<file path="config.mk">
export PLATFORM = sky130hd
export DESIGN_NAME = cursor_ctrl
export DESIGN_NICKNAME = d
export VERILOG_FILES = /design/src/rtl/cursor_ctrl.sv
export SDC_FILE = /design/constraint.sdc
export NUM_CORES = 1
export LEC_CHECK = 0
export ABC_AREA = 0
export BUFFER_PORTS_ARGS = -buffer_cell sky130_fd_sc_hd__buf_2
export CAP_MARGIN = 5
export CORE_MARGIN = 8
export CORE_UTILIZATION = 60
export CTS_BUF_LIST = sky130_fd_sc_hd__clkbuf_4 sky130_fd_sc_hd__clkbuf_8
export DETAILED_ROUTE_END_ITERATION = 16
export PLACE_DENSITY = 0.79
export SYNTH_ARGS = -nofsm -noshare
export SYNTH_HDL_FRONTEND = slang
export SYNTH_SLANG_ARGS = --single-unit
export TNS_END_PERCENT = 50
</file>
<file path="constraint.sdc">
create_clock -name CLOCK_50 -period 3.2 [get_ports CLOCK_50]
set_input_delay 0.16 -clock CLOCK_50 [delete_from_list [all_inputs] [get_ports CLOCK_50]]
set_output_delay 0.16 -clock CLOCK_50 [all_outputs]
set_load 0.01 [all_outputs]
</file>
<file path="src/rtl/cursor_ctrl.sv">
// Button conditioning and cursor positioning: synchronizes and debounces four
// active-low direction buttons, then turns presses into clamped, auto-repeating cursor steps.
module cursor_ctrl #(
    parameter int SIZE          = 8,
    parameter int STEP          = 4,
    parameter int W_RES         = 640,
    parameter int H_RES         = 480,
    parameter int DEBOUNCE      = 500000,
    parameter int REPEAT_DELAY  = 25000000,
    parameter int REPEAT_PERIOD = 2000000
) (
    input  logic        CLOCK_50,
    input  logic        reset,
    input  logic        up_but,
    input  logic        down_but,
    input  logic        left_but,
    input  logic        right_but,
    output logic [10:0] cursor_x,
    output logic [10:0] cursor_y,
    output logic        moved,
    output logic [1:0]  active_dir
);

    localparam int DCW = $clog2(DEBOUNCE + 1);
    localparam int RCW = $clog2(REPEAT_DELAY + REPEAT_PERIOD + 1);
    localparam logic [11:0] X_MAX  = 12'(W_RES - SIZE);
    localparam logic [11:0] Y_MAX  = 12'(H_RES - SIZE);
    localparam logic [11:0] STEP12 = 12'(STEP);
    localparam logic [10:0] X_INIT = 11'(W_RES / 2 - SIZE / 2);
    localparam logic [10:0] Y_INIT = 11'(H_RES / 2 - SIZE / 2);

    typedef enum logic [1:0] {IDLE, HOLD, REPEAT} state_t;
    typedef enum logic [1:0] {DIR_UP, DIR_DOWN, DIR_LEFT, DIR_RIGHT} dir_t;

    // Button vectors are indexed by direction code.
    logic [3:0] pin_n;
    logic [3:0] sync1_q, sync2_q, raw;
    assign pin_n = {right_but, left_but, down_but, up_but};
    assign raw   = ~sync2_q;

    // NOTE: synchronizer flops reset to 1 so a button held through reset is
    // seen as a fresh press and pays the full sync plus debounce latency.
    always_ff @(posedge CLOCK_50 or negedge reset) begin
        if (!reset) begin
            sync1_q <= '1;
            sync2_q <= '1;
        end else begin
            sync1_q <= pin_n;
            sync2_q <= sync1_q;
        end
    end

    logic [3:0]     deb_q, deb_d;
    logic [DCW-1:0] db_cnt_q [4];
    logic [DCW-1:0] db_cnt_d [4];

    always_comb begin
        for (int i = 0; i < 4; i++) begin
            deb_d[i]    = deb_q[i];
            db_cnt_d[i] = '0;
            if (raw[i] != deb_q[i]) begin
                if (db_cnt_q[i] == DCW'(DEBOUNCE - 1)) deb_d[i] = ~deb_q[i];
                else db_cnt_d[i] = db_cnt_q[i] + 1'b1;
            end
        end
    end

    always_ff @(posedge CLOCK_50 or negedge reset) begin
        if (!reset) begin
            deb_q <= '0;
            for (int i = 0; i < 4; i++) db_cnt_q[i] <= '0;
        end else begin
            deb_q <= deb_d;
            for (int i = 0; i < 4; i++) db_cnt_q[i] <= db_cnt_d[i];
        end
    end

    state_t         state_q, state_d;
    dir_t           dir_q, dir_d;
    logic [RCW-1:0] rep_q, rep_d;
    logic [10:0]    x_q, x_d, y_q, y_d;
    logic           moved_q, moved_d;
    logic           do_step;
    logic [11:0]    x_ext, y_ext, nx, ny;

    always_comb begin
        state_d = state_q;
        dir_d   = dir_q;
        rep_d   = rep_q;
        do_step = 1'b0;
        unique case (state_q)
            IDLE: begin
                if      (deb_q[DIR_UP])    dir_d = DIR_UP;
                else if (deb_q[DIR_DOWN])  dir_d = DIR_DOWN;
                else if (deb_q[DIR_LEFT])  dir_d = DIR_LEFT;
                else if (deb_q[DIR_RIGHT]) dir_d = DIR_RIGHT;
                if (|deb_q) begin
                    do_step = 1'b1;
                    rep_d   = RCW'(REPEAT_DELAY - 1);
                    state_d = HOLD;
                end
            end
            HOLD, REPEAT: begin
                if (!deb_q[dir_q]) begin
                    state_d = IDLE;
                end else if (rep_q == '0) begin
                    do_step = 1'b1;
                    rep_d   = RCW'(REPEAT_PERIOD - 1);
                    state_d = REPEAT;
                end else begin
                    rep_d = rep_q - 1'b1;
                end
            end
            default: state_d = IDLE;
        endcase

        // 12-bit intermediates keep the down/right sum from wrapping before the clamp.
        x_ext = {1'b0, x_q};
        y_ext = {1'b0, y_q};
        nx    = x_ext;
        ny    = y_ext;
        unique case (dir_d)
            DIR_UP:    ny = (y_ext < STEP12) ? 12'd0 : y_ext - STEP12;
            DIR_DOWN:  ny = (y_ext + STEP12 > Y_MAX) ? Y_MAX : y_ext + STEP12;
            DIR_LEFT:  nx = (x_ext < STEP12) ? 12'd0 : x_ext - STEP12;
            DIR_RIGHT: nx = (x_ext + STEP12 > X_MAX) ? X_MAX : x_ext + STEP12;
            default: ;
        endcase

        x_d     = do_step ? nx[10:0] : x_q;
        y_d     = do_step ? ny[10:0] : y_q;
        moved_d = do_step && ((nx != x_ext) || (ny != y_ext));
    end

    always_ff @(posedge CLOCK_50 or negedge reset) begin
        if (!reset) begin
            state_q <= IDLE;
            dir_q   <= DIR_UP;
            rep_q   <= '0;
            x_q     <= X_INIT;
            y_q     <= Y_INIT;
            moved_q <= 1'b0;
        end else begin
            state_q <= state_d;
            dir_q   <= dir_d;
            rep_q   <= rep_d;
            x_q     <= x_d;
            y_q     <= y_d;
            moved_q <= moved_d;
        end
    end

    assign cursor_x   = x_q;
    assign cursor_y   = y_q;
    assign moved      = moved_q;
    assign active_dir = dir_q;

endmodule

</file>
==> out/summary.txt <==
status: finished, final reports clean
Main synth FF type: dfrtp_1
# rows: 42
post-synth cell types: 78
worst reg2reg setup slack: 0.19 ns
critical path depth: 11
Remaining Overflow, GRT: 0
Reg2Reg Depth: 11
Seq/Total Area, Yosys: 44.07%
fin crit period: 3.008 ns
most frequent CP cell: or4b_1
DR pass1 iterations: 5
die area: 0.01729 mm2
post-synth net total: 918
Routed Antenna Nets: 0
Worst R2R End: moved$_DFF_PN0_
vias in the first global route: 6814
Synth top area share: 38.15%
area leader, netlist: dfrtp_1
register bit total from synthesis: 140
Mean Syn Cell Area: 8.900 um2
sequential share of power: 53.5%
WL per Instance: 16.51 um
Area contributors post-synth: dfrtp_1 38%, dfstp_2 5.9%, nor2_1 5.5%, xor2_1 5.1%, o21ai_0 4.4%
R2R Path Start: cursor_y[2]$_DFFE_PN1P_
CP max-delay cell: or4b_1
first-pass GRT wire length: 32.44 mm
CP startpoint: cursor_y[2]$_DFFE_PN1P_
Critical path destination: moved$_DFF_PN0_
Tcrit/Tclk final: 94.00%
most frequent cell after synthesis: dfrtp_1
initial antenna violation count: 0
drc violations: 0
endpoints failing setup: 0
Antenna diodes: 0
DR vias/cell: 6.206
crit start category: flip-flop
FILL cells: 1072
max cap viols: 0
worst-path fanout max: 9
P_sw: 0.0007629 W
WP buf/inv: 2
clock tree root buffer cell: clkbuf_8
Synth async-reset ratio: 100.0%
Final #Nets: 968
Tot GR Track Use: 22.26%
CTS tree: built
Slew headroom: 32.51%
delay-heaviest family, CP: simple AND/OR/NAND/NOR gates
largest net degree at the start of global routing: 84
final hold vios: 0
largest stage delay on the critical path: 0.53 ns
Area Overhead vs Synth: 12.18%
Initial DRC Count: 647
die width: 131.5 um
Pleak: 3.950 nW
Post-Synthesis Cells: 899
I/O pin total: 31
dpl ws: 0.2617 ns
number of synthesized flops with an enable pin: 0
final WL: 18.79 mm
GPL Wtd Cong: 0.9374
routed via count: 7062
Starting Density: 60.90%
Storage cell area: 0.003526 mm2
count of pins over their slew limit: 0
Setup WS post-layout: 0.1921 ns
RSZ-0062 raised after global routing: false
PortBufs: 30
CP Class: reg2reg
Yosys Warn Count: 0
Worst Hold Class: in2async
worst path cell trace: inv_1 > ha_1 > or4b_1 > nor4b_4 > buf_4 > o211ai_1 > and3_1 > o31ai_1 > or4b_1 > nor4_2 > a21oi_1
Fin Clk Skew: 0.01581 ns
cts bufs inserted: 17
Placeable Area: 0.01314 mm2
Clock Power Share: 43.9%
Crit. End Element: flip-flop
Internal: 0.002610 W
area occupied by multi-input gates: 0.004235 mm2
worst vdd ir: 406.2 uV
synth cell count leaders: 122 x dfrtp_1, 118 x nor2_1, 70 x o21ai_0
Mapped Area: 0.008001 mm2
worst slew pin tran: 1.003 ns
DP HPWL: 12.78 mm
Arrival @ worst endpoint: 3.34 ns
CTS Sinks: 140
clock transition time at the flip-flop clock pins of the worst setup and hold paths: 0.09 ns
CP required: 3.53 ns
power per cell area: 375.8 mW/mm2
layout cells sized above 1: 13.83%
Sw Ratio: 22.62%
CTS Buffer Depth: 2
H-tree levels: 4
fmax: 0.3325 GHz
setup TNS: 0 ns
Skew-Pair Late Insertion Delay: 0.46 ns
Die Y: 131.5 um
Comb power frac: 2.6%
## cells by family after synthesis
family	share of synthesized area, %
simple gates	24.60
compound gates	18.19
flops	44.07
buf+inv	3.206
xor+xnor	7.224
fa+ha+maj	2.033
mux	0.6880
## cell type report
type / instances / share of cell area [%]
timing repair buffer: 67 / 5.116
sequential: 140 / 39.28
inverter: 32 / 1.338
clock inverter: 9 / 1.241
clock buffer: 23 / 3.387
multi-input combinational: 691 / 47.18
tap: 176 / 2.453
## how the worst min path moves through the flow
stage	startpoint	to
5_1_grt	right_but	sync1_q[3]$_DFF_PN1_
2_1_floorplan	reset	active_dir[0]$_DFF_PN0_
4_1_cts	right_but	sync1_q[3]$_DFF_PN1_
6_report	reset	db_cnt_q[29]$_DFF_PN0_
3_5_place_dp	reset	db_cnt_q[29]$_DFF_PN0_
3_3_place_gp	reset	db_cnt_q[29]$_DFF_PN0_
## placed cells by master, fill, tap and decap left out, types with 8 or more instances in the layout
cell type	synthesis	final
a211oi_1	9	9
a21o_1	8	8
a21oi_1	48	48
a31oi_1	11	11
and2_1	8	8
and3_1	16	16
buf_2	1	29
buf_4	0	31
clkbuf_8	0	21
dfrtp_1	122	122
dfstp_2	18	18
ha_1	13	12
inv_1	31	31
nand2_1	64	64
nand2b_1	10	10
nand3_1	38	38
nand4_1	18	18
nor2_1	118	118
nor3_1	22	22
nor4_1	18	17
o21ai_0	70	69
o22a_1	8	8
o31ai_1	11	11
or3_1	23	23
xnor2_1	19	19
xor2_1	47	47
## worst register-to-register path: cells and delay by family (launching register included)
family	cells	cell delay, ns
buffers and inverters	2	0.28
AO/OA/AOI/OAI	3	0.26
AND/OR/NAND/NOR	5	1.71
adder cells (fa/ha/maj)	1	0.21
flip-flops	1	0.42
## registers in the layout (all words and copies together), names as in the netlist
register and count:
cursor_y 11, cursor_x 11, sync1_q 4, deb_q 4, active_dir 2, sync2_q 4
moved 1, db_cnt_q 76, rep_q 25, state_q 2
## per-layer routing
layer	part of all wire [%]	vias to the layer above	track usage, %	wire, um
li1	-	3365	-	-
met1	43	3384	27.60	8152
met2	48	253	36.02	8923
met3	6.0	60	5.793	1123
met4	3.1	0	9.828	586
met5	0	-	0	0
## power by group through the flow
stage               Sequential (W)  Clock [W]  Combinational [W]
floorplan                  0.00184          0          0.0000332
global placement           0.00184          0          0.0000840
detailed placement         0.00184          0          0.0000854
CTS                        0.00180    0.00151          0.0000904
global route               0.00181    0.00158           0.000100
finish                     0.00181    0.00148          0.0000870
## repair_timing
action	CTS	global route
setup endpoints to repair	0	1
gates resized for setup	0	4
endpoints found under the hold margin	83	0
setup buffers	0	1
hold buffers	5	0
## metrics by stage
step / hold WS [ns] / power, W / area (um2) / cells / util, %
3_5_place_dp: 0.2523 / 0.001923 / 8491 / 1100 / 64.63
6_report: 0.3097 / 0.003373 / 8976 / 1138 / 68.32
4_1_cts: 0.3141 / 0.003408 / 8956 / 1137 / 68.17
5_1_grt: 0.3298 / 0.003490 / 8976 / 1138 / 68.32
3_3_place_gp: 0.2572 / 0.001921 / 8491 / 1100 / 64.63
2_1_floorplan: -0.1356 / 0.001869 / 8001 / 899 / -
Power figures use the tool's default switching activity.
